### src/rtl/cga_vram_arbiter.sv
// -----------------------------------------------------------------------------
// cga_vram_arbiter
//
// Shares the single-port video SRAM between the CGA display fetch and CPU
// byte/word accesses to the 32 KB CGA window (SRAM 0x08000-0x0FFFF with the
// default VRAM_PAGE). Display fetches own every cycle with vid_read high; CPU
// byte phases are slotted into the remaining cycles, so the CPU stalls rather
// than disturbing the picture.
//
// Build option:
//   CGA_SNOW_EN - CPU phases take the SRAM even in display cycles (fixed CPU
//                 latency); the display then latches the CPU byte, which
//                 reproduces the original CGA "snow" artefact.
//
// Ports:
//   clk, reset              system clock, synchronous active-high reset
//   vid_read, vid_addr      display fetch strobe and address
//   vid_data                registered fetched byte (1 cycle after fetch)
//   cpu_req                 level request, held until cpu_ack
//   cpu_we, cpu_word        write / 16-bit select, latched at accept
//   cpu_addr, cpu_wdata     window byte offset / little-endian write data
//   cpu_rdata, cpu_ack      read data (held until next read) / done pulse
//   sram_a, sram_d_out      SRAM address / write data
//   sram_d_in               SRAM read data (valid within the cycle)
//   sram_we_l, sram_oe_l    active-low write / output enables
// -----------------------------------------------------------------------------
module cga_vram_arbiter #(
    parameter logic [3:0] VRAM_PAGE = 4'b0001
) (
    input  logic        clk,
    input  logic        reset,
    input  logic        vid_read,
    input  logic [18:0] vid_addr,
    output logic [7:0]  vid_data,
    input  logic        cpu_req,
    input  logic        cpu_we,
    input  logic        cpu_word,
    input  logic [14:0] cpu_addr,
    input  logic [15:0] cpu_wdata,
    output logic [15:0] cpu_rdata,
    output logic        cpu_ack,
    output logic [18:0] sram_a,
    output logic [7:0]  sram_d_out,
    input  logic [7:0]  sram_d_in,
    output logic        sram_we_l,
    output logic        sram_oe_l
);

    typedef enum logic [1:0] {
        IDLE  = 2'd0,
        BYTE0 = 2'd1,
        BYTE1 = 2'd2,
        ACK   = 2'd3
    } state_t;

    state_t      state_r;
    state_t      state_next_s;

    logic        we_r;
    logic        word_r;
    logic [14:0] addr_r;
    logic [15:0] wdata_r;

    logic [15:0] cpu_rdata_r;
    logic        cpu_ack_r;
    logic [7:0]  vid_data_r;

    logic        in_phase_s;
    logic        slot_go_s;
    logic [14:0] phase_addr_s;
    logic [7:0]  phase_byte_s;

    logic [18:0] sram_a_s;
    logic [7:0]  sram_d_out_s;
    logic        sram_we_l_s;
    logic        sram_oe_l_s;

    assign in_phase_s = (state_r == BYTE0) || (state_r == BYTE1);

`ifdef CGA_SNOW_EN
    // CPU phase always takes the SRAM, even over a display fetch.
    assign slot_go_s = in_phase_s;
`else
    // CPU phase only advances in a cycle the display does not own.
    assign slot_go_s = in_phase_s && !vid_read;
`endif

    // High byte lives at the next offset; 15-bit add wraps 0x7FFF to 0x0000.
    assign phase_addr_s = (state_r == BYTE1) ? (addr_r + 15'd1) : addr_r;
    assign phase_byte_s = (state_r == BYTE1) ? wdata_r[15:8] : wdata_r[7:0];

    // State register.
    always_ff @(posedge clk) begin
        if (reset) begin
            state_r <= IDLE;
        end else begin
            state_r <= state_next_s;
        end
    end

    // Next-state logic.
    always_comb begin
        state_next_s = state_r;
        case (state_r)
            IDLE: begin
                if (cpu_req) begin
                    state_next_s = BYTE0;
                end else begin
                    state_next_s = IDLE;
                end
            end
            BYTE0: begin
                if (slot_go_s) begin
                    state_next_s = word_r ? BYTE1 : ACK;
                end else begin
                    state_next_s = BYTE0;
                end
            end
            BYTE1: begin
                if (slot_go_s) begin
                    state_next_s = ACK;
                end else begin
                    state_next_s = BYTE1;
                end
            end
            ACK: begin
                state_next_s = IDLE;
            end
            default: begin
                state_next_s = IDLE;
            end
        endcase
    end

    // SRAM control: display address by default, CPU phase address in a slot.
    always_comb begin
        sram_a_s     = vid_addr;
        sram_d_out_s = 8'h00;
        sram_we_l_s  = 1'b1;
        sram_oe_l_s  = 1'b0;
        if (slot_go_s) begin
            sram_a_s = {VRAM_PAGE, phase_addr_s};
            if (we_r) begin
                sram_we_l_s  = 1'b0;
                sram_oe_l_s  = 1'b1;
                sram_d_out_s = phase_byte_s;
            end else begin
                sram_we_l_s  = 1'b1;
                sram_oe_l_s  = 1'b0;
                sram_d_out_s = 8'h00;
            end
        end else begin
            sram_a_s     = vid_addr;
            sram_d_out_s = 8'h00;
            sram_we_l_s  = 1'b1;
            sram_oe_l_s  = 1'b0;
        end
    end

    // Latch the CPU request when it is accepted from IDLE.
    always_ff @(posedge clk) begin
        if (reset) begin
            we_r    <= 1'b0;
            word_r  <= 1'b0;
            addr_r  <= 15'h0000;
            wdata_r <= 16'h0000;
        end else if ((state_r == IDLE) && cpu_req) begin
            we_r    <= cpu_we;
            word_r  <= cpu_word;
            addr_r  <= cpu_addr;
            wdata_r <= cpu_wdata;
        end else begin
            we_r    <= we_r;
            word_r  <= word_r;
            addr_r  <= addr_r;
            wdata_r <= wdata_r;
        end
    end

    // CPU completion pulse and read-data capture into the phase's byte lane.
    always_ff @(posedge clk) begin
        if (reset) begin
            cpu_ack_r   <= 1'b0;
            cpu_rdata_r <= 16'h0000;
        end else begin
            cpu_ack_r <= (state_next_s == ACK);
            if (slot_go_s && !we_r) begin
                if (state_r == BYTE1) begin
                    cpu_rdata_r[15:8] <= sram_d_in;
                end else begin
                    cpu_rdata_r[7:0] <= sram_d_in;
                end
            end else begin
                cpu_rdata_r <= cpu_rdata_r;
            end
        end
    end

    // Display byte capture. A write can only own a display cycle with snow
    // enabled, and then the display sees the byte being written.
    always_ff @(posedge clk) begin
        if (reset) begin
            vid_data_r <= 8'h00;
        end else if (vid_read) begin
            vid_data_r <= sram_we_l_s ? sram_d_in : sram_d_out_s;
        end else begin
            vid_data_r <= vid_data_r;
        end
    end

    assign vid_data   = vid_data_r;
    assign cpu_rdata  = cpu_rdata_r;
    assign cpu_ack    = cpu_ack_r;
    assign sram_a     = sram_a_s;
    assign sram_d_out = sram_d_out_s;
    assign sram_we_l  = sram_we_l_s;
    assign sram_oe_l  = sram_oe_l_s;

endmodule

### config.mk
export PLATFORM = sky130hd
export DESIGN_NAME = cga_vram_arbiter
export DESIGN_NICKNAME = d
export VERILOG_FILES = /design/src/rtl/cga_vram_arbiter.sv
export SDC_FILE = /design/constraint.sdc
export NUM_CORES = 1
export LEC_CHECK = 0
export BUFFER_PORTS_ARGS = -buffer_cell sky130_fd_sc_hd__buf_4
export CAP_MARGIN = 40
export CORE_ASPECT_RATIO = 1.5
export CORE_UTILIZATION = 34
export CTS_CLUSTER_DIAMETER = 120
export DETAILED_ROUTE_END_ITERATION = 10
export SYNTH_ARGS = -nofsm -noshare
export SYNTH_HDL_FRONTEND = slang
export SYNTH_SLANG_ARGS = --single-unit
### constraint.sdc
create_clock -name clk -period 2 [get_ports clk]
set_input_delay 0 -clock clk [delete_from_list [all_inputs] [get_ports clk]]
set_output_delay 0 -clock clk [all_outputs]
set_load 0.05 [all_outputs]
Word level (Yosys, flattened, before mapping)
Cells that the tools add are included.
{"block": "totals", "latch_bits": 0, "input_bits": 64, "out_inout_bits": 54, "mem_bits_ro": 0, "n_memories": 0, "ramBits": 0, "regBits": 60}
{"block": "op_classes", "add_sub_neg": 1, "n_shift": 0, "mul": 0, "n_div": 0, "magnitude_cmp": 0, "n_mux": 15, "reduce_logical": 9, "eq_ne": 4, "n_bitwise": 1}
{"operator": "$mux W8", "n": 4}
{"operator": "$mux W19", "n": 1}
{"operator": "$add A15 B1 Y15 const B", "n": 1}
{"operator": "$mux W15", "n": 1}
{"operator": "$pmux W2 S4", "n": 1}
{"operator": "$mux W1", "n": 7}
{"operator": "$eq A2 B2 Y1 const B", "n": 3}
{"operator": "$reduce_and A2 Y1", "n": 2}
{"operator": "$logic_and A1 B1 Y1", "n": 3}
{"operator": "$eq A2 B1 Y1 const B", "n": 1}
{"operator": "$logic_not A1 Y1", "n": 2}
{"operator": "$logic_not A2 Y1", "n": 1}
{"operator": "$mux W2", "n": 1}
{"operator": "$logic_or A1 B1 Y1", "n": 1}
{"operator": "$not A1 Y1", "n": 1}

Longest topological paths before layout
{"block": "depth", "word_depth": 6, "ltp_mapped": 8}

Worst setup path before layout
OpenSTA, ideal clock, no wires.
{"block": "synth_timing", "kind": "register -> output", "startpoint": "register state_r[0]", "endpoint": "output sram_a[7]", "n_path_buf": 1, "arrival_ns": 2.287, "path_stages_with_launch": 8, "path_slack_ns": -0.287, "required_time_ns": 2.000, "path_cell_list": "dfxtp_1 inv_1 ha_1 buf_4 and4_2 nand3_1 xor2_1 o21ai_0"}
{"block": "synth_via", "elab_chain_cells": 4, "elab_cells_between_ends": 6, "cone_classes": "2 x eq/ne; 2 x mux; 2 x reduce/logical"}
{"item": "start, declared", "line": "56", "text": "state_t state_r;"}
{"item": "start signal, assigned", "line": "97", "text": "state_r <= state_next_s;"}
{"item": "$eq A2 B1 Y1 / $eq A2 B2 Y1 (equally long branches)", "line": "78, 89"}
{"item": "$logic_or A1 B1 Y1", "line": "78", "text": "assign in_phase_s = (state_r == BYTE0) || (state_r == BYTE1);"}
{"item": "$logic_and A1 B1 Y1", "line": "85", "text": "assign slot_go_s = in_phase_s && !vid_read;"}
{"item": "$mux W19 (*)", "line": "141", "text": "if (slot_go_s) begin"}
{"item": "end, declared", "line": "42", "text": "output logic [18:0] sram_a,"}
Mark *: on every way between the ends. The rest lies on a longest branch, timed or not.

Final worst setup path
{"block": "layout_timing", "startpoint": "register state_r[0]", "endpoint": "output sram_a[14]"}
The elaborated chain is that of the path after synthesis.

==> results.cfg <==
[run_status]
status = complete, no violations

[min_path]
worstHoldPathType = input pin to register
worstHoldStart = cpu_req
hold_end = state_r[0]
hold_depth = 3

[timing]
finalHoldViolCount = 0
setup_ws_ns = 0.0936
finalCritPeriodShare_pct = 95.3
maxSlewViolCount = 0
min_period_ns = 1.91
slew_headroom_pct = 57.5
setup_violations = 0
clock_skew_ns = 0.00514
rsz0062_at_grt = yes
holdWs_ns = 0.0667
worstMarginPinSlew_ns = 0.638
max_clock_freq_ghz = 0.525

[detailed_routing]
drtAntennaViolNets = 0
num_vias = 2866
drtIter0Drc = 98
routed_via_density = 4.61
drc = 0
routed_wl_mm = 7.95
post_drt_wl_per_cell_um = 12.8
dr.pass1.iters = 6

[synthesis]
synth_top_area_cell = dfxtp_1
synth_top_family_by_area = simple AND/OR/NAND/NOR gates
synth-seq-area-share_pct = 42.4
synth-main-ff-cell = dfxtp_1
avgSynthCellArea_um2 = 7.93
synthArstFlopShare_pct = 0
synth-seq-cells = 60
synthesis.yosys.warnings = 0
netlist_area_mm2 = 0.00283
synth-edff-count = 0
synthXorXnorAreaFrac_pct = 3.71
synth-compound-area-share_pct = 11.8
synth_mux_area_share_pct = 8.84
synthCells = 357
synth_fa_ha_area_share_pct = 2.21
synth-simple-area-share_pct = 26.7
yosysTopAreaCellShare_pct = 42.4
syn_nets = 426
synth_cell_types = 35
netlist_top_cells_count = 106 x nand2_1, 60 x dfxtp_1, 43 x a21oi_1
synth_area_leaders = dfxtp_1 42%, nand2_1 14%, mux2i_1 8.8%, a21oi_1 7.6%, nor2_1 3.8%
synth_most_common_cell = nand2_1

[final_layout]
nFillCells = 740
final_nets = 582
area_delta_synth_final_pct = 62.2
antenna_cells = 0
fin_cells = 622
drive_gt1_share_pct = 31.5
final_cell_area_mm2 = 0.00459

[critical_path]
r2r_start = state_r[1]
cp-start-kind = register
reg2reg_depth = 7
cp.arrival_ns = 1.91
required_ns = 2.00
r2r_setup_slack_ns = 0.23
r2r-end = cpu_rdata[12]
worstSetupPathType = register to output pin
end_kind = output pin
crit_fanout = 7

[grt]
gr-total-overflow = 0
grt_usage_pct = 19.0
grt_max_degree = 61
grt_first_pass_wirelength_mm = 12.8
grt_pass1_vias = 2805
antenna_found_initial = 0

[cts]
cts_tree = yes
clock-sinks = 60
numCtsBuffers = 9
clockBufferDepth = 2
worstSkewPairLatency_ns = 0.32
cts_setup_buffers = 0
cts-root-buf = clkbuf_16
ctsHtreeMaxLevel = 3
clkSlewWorstSetupHoldPaths_ns = 0.05

[place]
dp_slack_ns = 0.171
port_buffers = 117
globalplace.congestion = 0.820
dp_hpwl_mm = 5.37
dp.cells = 566
place_area_mm2 = 0.00384

[die]
die-area_mm2 = 0.00870
initial_core_util_pct = 35.1
core.rowCount = 40
die_x_um = 76.5
ios = 118
die_h_um = 114
core-area_mm2 = 0.00806

[power]
power.leakage_uw = 0.00199
switching_share_pct = 27.6
combPwrFrac_pct = 20.4
peakVddDrop_mv = 0.527
clockPowerShare_pct = 40.8
p_per_area_mw_per_mm2 = 737
switchingPower_uw = 932
p_seq_share_pct = 38.8
p_int_uw = 2450

[flow_run]
max_cap_violations = 0
-- worst max-delay path by stage --
stage          startpoint    endpoint  slack (ns)  cells after the start
3_3_place_gp   state_r[0]  addr_r[14]        0.15                      5
4_1_cts        state_r[1]   sram_a[2]      0.0006                      7
3_5_place_dp   state_r[0]  sram_a[14]        0.17                      7
2_1_floorplan  state_r[0]   sram_a[1]       -0.18                      6
6_report       state_r[0]  sram_a[14]        0.09                      7
5_1_grt        state_r[1]   sram_a[3]       -0.04                      6
-- per-layer routing --
metal / share of wire (%) / global-route usage, % / vias to the layer above
li1: - / - / 1498
met4: 2.3 / 10.1 / 0
met5: 0 / 0 / -
met2: 53 / 34.8 / 87
met3: 4.9 / 5.20 / 12
met1: 40 / 19.5 / 1269
-- critical path, cell delays in order (launching register included) --
cell	delay [ns]
dfxtp_1	0.32
inv_2	0.10
ha_4	0.21
nand4_4	0.22
nor2_4	0.18
a31oi_1	0.10
a221o_1	0.26
buf_4	0.19
-- logic make-up after synthesis --
logic type / count (synthesis)
xor gates and xnor gates: 12
muxes: 25
and+or+nand+nor: 166
adders and majority gates: 5
buffers and inverters: 28
DFF: 60
AOI/OAI and AO/OA: 61
-- cell usage in the layout, fill, tap and decap left out, types with 3 or more instances in the layout --
cell type | Yosys | layout
buf_6 | 0 | 3
mux2i_1 | 25 | 25
o21ai_1 | 0 | 7
dlygate4sd3_1 | 0 | 41
nor2_2 | 0 | 4
nand2_1 | 106 | 105
buf_4 | 2 | 123
xor2_1 | 5 | 5
a21oi_1 | 43 | 43
and2_1 | 4 | 4
nand3_1 | 6 | 6
inv_1 | 5 | 4
nand4_1 | 3 | 3
dfxtp_1 | 60 | 59
and3_1 | 3 | 3
nor3_2 | 1 | 3
nor2_1 | 29 | 24
xnor2_1 | 7 | 7
clkbuf_16 | 0 | 9
o21ai_0 | 11 | 4
ha_1 | 5 | 4
-- through the flow --
stage                     util [%]  total power, µW  setup TNS [ns]
after CTS                     56.6             3420               0
after floorplan                  -             1710           -1.38
after detailed placement      47.7             1950               0
after global placement        47.4             1930               0
after global routing          57.0             3540         -0.0409
final                         57.0             3380               0
-- flip-flops by register name, indices dropped and copies added, names as in the netlist --
| name | flops |
|---|---|
| cpu_rdata | 16 |
| wdata_r | 16 |
| addr_r | 15 |
| vid_data | 8 |
| state_r | 2 |
| cpu_ack | 1 |
| we_r | 1 |
| word_r | 1 |
-- timing repair --
| action | in CTS | in global routing |
|---|---|---|
| pin swaps | 0 | 3 |
| hold buffers | 41 | 0 |
| endpoints found under the hold margin | 57 | 0 |
| gates resized for setup | 7 | 10 |
| setup endpoints to repair | 20 | 31 |
-- cell type report --
cell class / instances / area (µm²) / area share (%)
clock buffers: 13 / 260 / 5.67
inverters: 5 / 18.8 / 0.409
repair buffers: 168 / 1400 / 30.4
well taps: 105 / 131 / 2.86
flip-flops and latches: 60 / 1200 / 26.2
multi-input cells: 269 / 1570 / 34.3
clock inverters: 2 / 10.0 / 0.218
-- power groups by stage --
stage	clock network, µW	registers [µW]	logic (µW)
final	1380	1310	690
after global routing	1480	1320	746
after CTS	1420	1310	686
after detailed placement	0	1330	618
after global placement	0	1330	599
after floorplan	0	1380	327
Note: power is estimated with default switching activity, not from simulation.
